File: src/rtl/ifu_pkg.sv
// Shared types and constants for the instruction fetch unit.
package ifu_pkg;

    // Fetch sequencer states: F0 issues the opcode read, F1/F2 capture and issue the
    // next byte, F3 captures the last byte, Valid presents the instruction.
    typedef enum logic [2:0] {
        StF0,
        StF1,
        StF2,
        StF3,
        StValid
    } ifu_state_e;

    localparam int unsigned INSTR_BYTES   = 3;
    localparam int unsigned INSTR_W       = 8 * INSTR_BYTES;

    // Byte-lane indices inside the assembled instruction word.
    localparam int unsigned OPCODE_LANE   = 2;
    localparam int unsigned OPERAND1_LANE = 1;
    localparam int unsigned OPERAND2_LANE = 0;

endpackage

File: src/rtl/instruction_fetch_unit_if.sv
// Fetch-unit bus: control-unit handshake plus program-memory read port.
interface instruction_fetch_unit_if #(
    parameter int unsigned ADDR_W = 8
);
    logic              fetch_en;
    logic              pc_load_en;
    logic [ADDR_W-1:0] pc_load_addr;
    logic              mem_rd_en;
    logic [ADDR_W-1:0] mem_addr;
    logic [7:0]        mem_data;
    logic [23:0]       instr_word;
    logic [ADDR_W-1:0] instr_pc;
    logic              instr_valid;
    logic              instr_ready;

    // The fetch unit itself.
    modport master (
        input  fetch_en, pc_load_en, pc_load_addr, mem_data, instr_ready,
        output mem_rd_en, mem_addr, instr_word, instr_pc, instr_valid
    );

    // Control unit and program memory.
    modport slave (
        output fetch_en, pc_load_en, pc_load_addr, mem_data, instr_ready,
        input  mem_rd_en, mem_addr, instr_word, instr_pc, instr_valid
    );
endinterface

File: src/rtl/ifu_instr_buffer.sv
// Two-entry FIFO of completed {instr_pc, instr_word} pairs used for prefetching.
module ifu_instr_buffer
    import ifu_pkg::*;
#(
    parameter int unsigned       ADDR_W   = 8,
    parameter logic [ADDR_W-1:0] RESET_PC = '0
) (
    input  logic               clk,
    input  logic               rst,
    input  logic               i_push,
    input  logic [ADDR_W-1:0]  i_push_pc,
    input  logic [INSTR_W-1:0] i_push_word,
    input  logic               i_pop,
    input  logic               i_flush,
    output logic               o_full,
    output logic               o_valid,
    output logic [ADDR_W-1:0]  o_pc,
    output logic [INSTR_W-1:0] o_word
);
    localparam int unsigned ENTRY_W = ADDR_W + INSTR_W;

    logic [ENTRY_W-1:0] r_mem [2];
    logic               r_wr_ptr;
    logic               r_rd_ptr;
    logic [1:0]         r_count;
    logic               w_push;
    logic               w_pop;

    // Flush beats both pop and push; a pop on an empty buffer is ignored.
    assign w_pop  = i_pop && (r_count != 2'd0) && !i_flush;
    assign w_push = i_push && !i_flush && ((r_count != 2'd2) || w_pop);

    assign o_full  = (r_count == 2'd2);
    assign o_valid = (r_count != 2'd0);
    assign {o_pc, o_word} = r_mem[r_rd_ptr];

    // Storage, pointers and occupancy.
    always_ff @(posedge clk or negedge rst) begin
        if (!rst) begin
            for (int i = 0; i < 2; i++) begin
                r_mem[i] <= {RESET_PC, {INSTR_W{1'b0}}};
            end
            r_wr_ptr <= 1'b0;
            r_rd_ptr <= 1'b0;
            r_count  <= 2'd0;
        end else if (i_flush) begin
            r_wr_ptr <= 1'b0;
            r_rd_ptr <= 1'b0;
            r_count  <= 2'd0;
        end else begin
            if (w_push) begin
                r_mem[r_wr_ptr] <= {i_push_pc, i_push_word};
                r_wr_ptr        <= ~r_wr_ptr;
            end
            if (w_pop) begin
                r_rd_ptr <= ~r_rd_ptr;
            end
            r_count <= r_count + 2'(w_push) - 2'(w_pop);
        end
    end
endmodule

File: src/rtl/instruction_fetch_unit.sv
// Instruction fetch unit: reads three consecutive program-memory bytes per instruction
// and presents {opcode, operand1, operand2} with a valid/ready handshake.
// Optional feature macro IFU_PREFETCH_EN adds a 2-entry instruction buffer so fetching
// continues while earlier instructions wait for the control unit.
module instruction_fetch_unit
    import ifu_pkg::*;
#(
    parameter int unsigned       ADDR_W   = 8,
    parameter logic [ADDR_W-1:0] RESET_PC = '0
) (
    input logic                       clk,
    input logic                       rst,
    instruction_fetch_unit_if.master  bus
);
`ifdef IFU_PREFETCH_EN
    localparam bit PREFETCH = 1'b1;
`else
    localparam bit PREFETCH = 1'b0;
`endif

    ifu_state_e         r_state;
    ifu_state_e         w_state_next;
    logic [ADDR_W-1:0]  r_pc;
    logic [ADDR_W-1:0]  w_pc_next;
    logic [7:0]         r_byte0;
    logic [7:0]         r_byte1;
    logic               w_issue;
    logic [ADDR_W-1:0]  w_issue_addr;
    logic               w_done;
    logic               w_space;
    logic [INSTR_W-1:0] w_word;

    // Assemble the instruction from the two captured bytes and the byte arriving now.
    always_comb begin
        w_word = '0;
        w_word[OPCODE_LANE*8 +: 8]   = r_byte0;
        w_word[OPERAND1_LANE*8 +: 8] = r_byte1;
        w_word[OPERAND2_LANE*8 +: 8] = bus.mem_data;
    end

    // Next-state, pc update and read-strobe decode; a jump overrides everything.
    always_comb begin
        w_state_next = r_state;
        w_pc_next    = r_pc;
        w_issue      = 1'b0;
        w_issue_addr = r_pc;
        w_done       = 1'b0;
        if (bus.pc_load_en) begin
            w_state_next = StF0;
            w_pc_next    = bus.pc_load_addr;
        end else begin
            case (r_state)
                StF0: begin
                    if (bus.fetch_en && w_space) begin
                        w_issue      = 1'b1;
                        w_state_next = StF1;
                    end
                end
                StF1: begin
                    w_issue      = 1'b1;
                    w_issue_addr = r_pc + ADDR_W'(1);
                    w_state_next = StF2;
                end
                StF2: begin
                    w_issue      = 1'b1;
                    w_issue_addr = r_pc + ADDR_W'(2);
                    w_state_next = StF3;
                end
                StF3: begin
                    w_done       = 1'b1;
                    w_pc_next    = r_pc + ADDR_W'(INSTR_BYTES);
                    w_state_next = PREFETCH ? StF0 : StValid;
                end
                StValid: begin
                    if (bus.instr_ready) begin
                        w_state_next = StF0;
                    end
                end
                default: w_state_next = StF0;
            endcase
        end
    end

    // Strobe is forced low while reset is held so it drops immediately.
    assign bus.mem_rd_en = rst && w_issue;
    assign bus.mem_addr  = w_issue_addr;

    // Sequencer state and program counter.
    always_ff @(posedge clk or negedge rst) begin
        if (!rst) begin
            r_state <= StF0;
            r_pc    <= RESET_PC;
        end else begin
            r_state <= w_state_next;
            r_pc    <= w_pc_next;
        end
    end

    // Capture opcode and operand1 as they return; operand2 goes straight into w_word.
    always_ff @(posedge clk or negedge rst) begin
        if (!rst) begin
            r_byte0 <= '0;
            r_byte1 <= '0;
        end else if (r_state == StF1) begin
            r_byte0 <= bus.mem_data;
        end else if (r_state == StF2) begin
            r_byte1 <= bus.mem_data;
        end
    end

`ifdef IFU_PREFETCH_EN
    logic               w_buf_full;
    logic               w_buf_valid;
    logic [ADDR_W-1:0]  w_buf_pc;
    logic [INSTR_W-1:0] w_buf_word;

    assign w_space = !w_buf_full;

    ifu_instr_buffer #(
        .ADDR_W   (ADDR_W),
        .RESET_PC (RESET_PC)
    ) u_instr_buffer (
        .clk         (clk),
        .rst         (rst),
        .i_push      (w_done),
        .i_push_pc   (r_pc),
        .i_push_word (w_word),
        .i_pop       (bus.instr_ready),
        .i_flush     (bus.pc_load_en),
        .o_full      (w_buf_full),
        .o_valid     (w_buf_valid),
        .o_pc        (w_buf_pc),
        .o_word      (w_buf_word)
    );

    assign bus.instr_valid = w_buf_valid;
    assign bus.instr_pc    = w_buf_pc;
    assign bus.instr_word  = w_buf_word;
`else
    logic [INSTR_W-1:0] r_instr_word;
    logic [ADDR_W-1:0]  r_instr_pc;

    assign w_space = 1'b1;

    // Latch the completed instruction; it stays put for the whole Valid state.
    always_ff @(posedge clk or negedge rst) begin
        if (!rst) begin
            r_instr_word <= '0;
            r_instr_pc   <= RESET_PC;
        end else if (w_done) begin
            r_instr_word <= w_word;
            r_instr_pc   <= r_pc;
        end
    end

    assign bus.instr_valid = (r_state == StValid);
    assign bus.instr_pc    = r_instr_pc;
    assign bus.instr_word  = r_instr_word;
`endif
endmodule

File: src/flat_wrapper.sv
// flat-port wrapper written by rule: the top's interface ports become plain ports
module instruction_fetch_unit_flat import ifu_pkg::*;
#(
    parameter int unsigned       ADDR_W   = 8,
    parameter logic [ADDR_W-1:0] RESET_PC = '0
)
  (clk, rst, bus_fetch_en, bus_pc_load_en, bus_pc_load_addr, bus_mem_data, bus_instr_ready, bus_mem_rd_en, bus_mem_addr, bus_instr_word, bus_instr_pc, bus_instr_valid);
  instruction_fetch_unit_if #(.ADDR_W(ADDR_W)) bus_i ();
  input logic clk;
  input logic rst;
  input wire logic [$bits(bus_i.fetch_en)-1:0] bus_fetch_en;
  input wire logic [$bits(bus_i.pc_load_en)-1:0] bus_pc_load_en;
  input wire logic [$bits(bus_i.pc_load_addr)-1:0] bus_pc_load_addr;
  input wire logic [$bits(bus_i.mem_data)-1:0] bus_mem_data;
  input wire logic [$bits(bus_i.instr_ready)-1:0] bus_instr_ready;
  output wire logic [$bits(bus_i.mem_rd_en)-1:0] bus_mem_rd_en;
  output wire logic [$bits(bus_i.mem_addr)-1:0] bus_mem_addr;
  output wire logic [$bits(bus_i.instr_word)-1:0] bus_instr_word;
  output wire logic [$bits(bus_i.instr_pc)-1:0] bus_instr_pc;
  output wire logic [$bits(bus_i.instr_valid)-1:0] bus_instr_valid;
  assign bus_i.fetch_en = bus_fetch_en;
  assign bus_i.pc_load_en = bus_pc_load_en;
  assign bus_i.pc_load_addr = bus_pc_load_addr;
  assign bus_i.mem_data = bus_mem_data;
  assign bus_i.instr_ready = bus_instr_ready;
  assign bus_mem_rd_en = bus_i.mem_rd_en;
  assign bus_mem_addr = bus_i.mem_addr;
  assign bus_instr_word = bus_i.instr_word;
  assign bus_instr_pc = bus_i.instr_pc;
  assign bus_instr_valid = bus_i.instr_valid;
  instruction_fetch_unit #(.ADDR_W(ADDR_W), .RESET_PC(RESET_PC)) u_core (.clk(clk), .rst(rst), .bus(bus_i));
endmodule
File: config.mk
export PLATFORM = sky130hd
export DESIGN_NAME = instruction_fetch_unit_flat
export DESIGN_NICKNAME = d
export VERILOG_FILES = /design/src/rtl/ifu_pkg.sv /design/src/rtl/instruction_fetch_unit_if.sv /design/src/rtl/ifu_instr_buffer.sv /design/src/rtl/instruction_fetch_unit.sv /design/src/flat_wrapper.sv
export SDC_FILE = /design/constraint.sdc
export NUM_CORES = 1
export LEC_CHECK = 0
export ABC_AREA = 1
export BUFFER_PORTS_ARGS = -buffer_cell sky130_fd_sc_hd__buf_2
export CAP_MARGIN = 0
export CORE_MARGIN = 5
export CORE_UTILIZATION = 50
export CTS_BUF_LIST = sky130_fd_sc_hd__clkbuf_4 sky130_fd_sc_hd__clkbuf_8
export CTS_CLUSTER_DIAMETER = 50
export CTS_CLUSTER_SIZE = 20
export DETAILED_ROUTE_END_ITERATION = 8
export GPL_TIMING_DRIVEN = 0
export PLACE_DENSITY = 0.78
export SLEW_MARGIN = 10
export SYNTH_ARGS = -nofsm -noshare
export SYNTH_HDL_FRONTEND = slang
export SYNTH_HIERARCHICAL = 1
export SYNTH_SLANG_ARGS = --single-unit
File: constraint.sdc
create_clock -name clk -period 1.6 [get_ports clk]
set_clock_uncertainty 0.15 [all_clocks]
set_input_delay 0.32 -clock clk [delete_from_list [all_inputs] [get_ports clk]]
set_output_delay 0.32 -clock clk [all_outputs]
set_load 0.01 [all_outputs]
==> flow_summary.toml <==
[yosys]
yosysSeqAreaShare = 0.524
synth_seq_cells = 59
syn_avg_cell_area_um2 = 8.06
yosys_warnings = 6
synthCells = 350
synth_cell_type_count = 24
syn_nets = 376
syn_area_um2 = 2820

[timing]
post-route-period-util = 1.32
final_hold_viol_count = 59
relSlewSlack = 0.504
worst_slack_ns = -0.510
tightest_slew_ns = 0.744
timing.fmax_mhz = 474
min_period_ns = 2.11
setup_tns_ns = -6.21
drv_slew = 0
setup_viol = 31
hold_slack_ns = -0.101
rsz0062_at_grt = "yes"

[detailed_routing]
drc = 0
first_iter_violations = 253
viasPerCell = 5.39
postRouteAntennaNets = 0
wl_um = 8670
wl_per_cell_um = 16.5
dr.pass1.iters = 7
vias = 2840

[outcome]
violations = "negative hold slack, negative setup slack"
status = "complete, but fails checks"

[grt]
gr-usage-met2 = 0.388
grt.busiest_layer = "met2"
gr-total-overflow = 0
antenna_found_initial = 0
grt_use_total = 0.241
grt_pass1_vias = 2772
met1_usage = 0.310
grt_max_degree = 61
grt_pass1_wl_um = 13500
met3_usage = 0.0650

[placed_design]
hpwlAfterDp_um = 5150
port_buffers = 62
dp.cells = 484
place_area_um2 = 3230
gp_congestion = 0.913
place_ws_ns = -0.340

[pwr]
p_int_w = 0.00342
seq_power_share = 0.440
net-switching-power_w = 0.00181
power_leakage_nw = 2.08
swShare = 0.346
power.density_nw_per_um2 = 1330
clockPowerShare = 0.254
vdd_ir_drop_max_uv = 905
combinationalPowerShare = 0.306

[critical_path]
reg2reg_from = "u_core/r_state[2]$_DFFE_PN0P_"
crit_path_max_fanout = 5
crit_start = "u_core/r_state[0]$_DFFE_PN0P_"
cpPeakStageDelay_ns = 0.46
cp_slowest_cell = "dfrtp_2"
worstPathRequired_ns = 1.13
crit_path_start_kind = "flip-flop"
cp-end-kind = "output pin"
arrival_ns = 1.64
cp_cell_sequence = "inv_2, nor2_2, nand3_2, nand2_4, buf_6, o211ai_1, buf_2"
worstSetupPathType = "reg -> out"

[clock_network]
root_buffer = "clkbuf_8"
numClockSinks = 59
clockBufferDepth = 2
clock_latency_ns = 0.33
htreeDepth = 3
clk_pin_slew_worst_paths_ns = 0.07
cts_tree = "done"
cts_made_buffers = 9

[cells_and_area]
fin_cells = 527
drive_gt1_frac = 0.389
layout_commonest_cell = "nand2_1"
stdcell_area_um2 = 3920
layout_common_cells = "136 x nand2_1, 61 x buf_2, 52 x dfrtp_1"
fillers = 437
nNetsFinal = 477
syn_to_final_growth_pct = 39.0
diodes = 0

[floorplan]
fp.dieH_um = 85.1
coreArea_um2 = 5510
io-pin-count = 63
die_width_um = 85.1
die_area_um2 = 7240
start_util = 0.512
rows = 27

[run]
max-cap-violations = 0

[hold_path]
hp-class = "in -> async"
power by group through the flow:
stage                     logic [W]  registers [W]  clock network [W]
after detailed placement    0.00137        0.00230                  0
after global routing        0.00177        0.00237            0.00142
after global placement      0.00133        0.00228                  0
final                       0.00160        0.00230            0.00133
after floorplan            0.000618        0.00242                  0
after CTS                   0.00151        0.00229            0.00134
final timing paths:
kind | to | slack, ns | cells after the start
max in group asynchronous | u_core/r_pc[4]$_DFFE_PN0P_ | 0.86 | 1
setup / recovery | bus_mem_addr[1] | -0.51 | 7
hold reg to reg | u_core/bus.instr_word[23]$_DFFE_PN0P_ | 0.32 | 2
min in group clk | u_core/r_pc[5]$_DFFE_PN0P_ | 0.06 | 3
setup reg to reg | u_core/bus.instr_pc[5]$_DFFE_PN0P_ | -0.13 | 9
hold / removal | u_core/bus.instr_pc[5]$_DFFE_PN0P_ | -0.10 | 1
state kept, by name, summed over array words and instances, names as in the netlist:
name,cells
u_core/r_state,3
u_core/r_byte0,8
u_core/bus.instr_pc,8
u_core/bus.instr_word,24
u_core/r_pc,8
u_core/r_byte1,8
cell families after synthesis:
family | count (synthesis) | synth area share
and+or+nand+nor | 187 | 0.269
buffers and inverters | 47 | 0.0736
DFF | 59 | 0.524
adders and majority gates | 5 | 0.0222
AOI/OAI and AO/OA | 47 | 0.0958
xor gates and xnor gates | 5 | 0.0155
cell type report:
| type | count | area [um2] | share of cell area |
|---|---|---|---|
| Clock inverter | 5 | 53.8 | 0.0137 |
| Buffer | 13 | 135 | 0.0345 |
| Inverter | 33 | 134 | 0.0341 |
| Timing Repair Buffer | 91 | 557 | 0.142 |
| Sequential cell | 59 | 1490 | 0.379 |
| Tap cell | 72 | 90.1 | 0.0230 |
| Multi-Input combinational cell | 244 | 1330 | 0.339 |
| Clock buffer | 10 | 138 | 0.0351 |
layer usage:
layer | wire length [um] | part of all wire
met1 | 3460 | 0.40
met2 | 4180 | 0.48
met3 | 695 | 0.080
met4 | 336 | 0.039
met5 | 0 | 0
worst max-delay path: cells and delay by family, from the launching register on:
kind | cells | cell delay (ns)
and+or+nand+nor | 3 | 0.23
DFF | 1 | 0.46
AOI/OAI and AO/OA | 1 | 0.23
buffers and inverters | 3 | 0.37
Yosys cell counts, drive strengths merged:
cell type  count  area [um2]
clkbuf         5        20.0
o21ai         37         200
inv           33         124
or2            1        6.26
buf            9        63.8
xor2           5        43.8
nand2        147         554
o21a           1        7.51
nand4          4        25.0
nand3         23         120
dfrtp         59        1480
nor3           1        5.00
nor2          11        48.8
o211ai         7        52.6
a21oi          2        10.0
ha             5        62.6
metrics by stage:
stage,total power (W),utilization
2_1_floorplan,0.00304,-
3_3_place_gp,0.00361,0.586
3_5_place_dp,0.00367,0.587
4_1_cts,0.00514,0.684
5_1_grt,0.00555,0.712
6_report,0.00523,0.712
timing repair:
item                                   4_1_cts  5_1_grt
endpoints found under the hold margin       59       59
pin swaps                                   12       22
setup buffers                               23        8
gates resized for setup                     53       48
setup endpoints to repair                   33       57
Power figures use the tool's default switching activity.
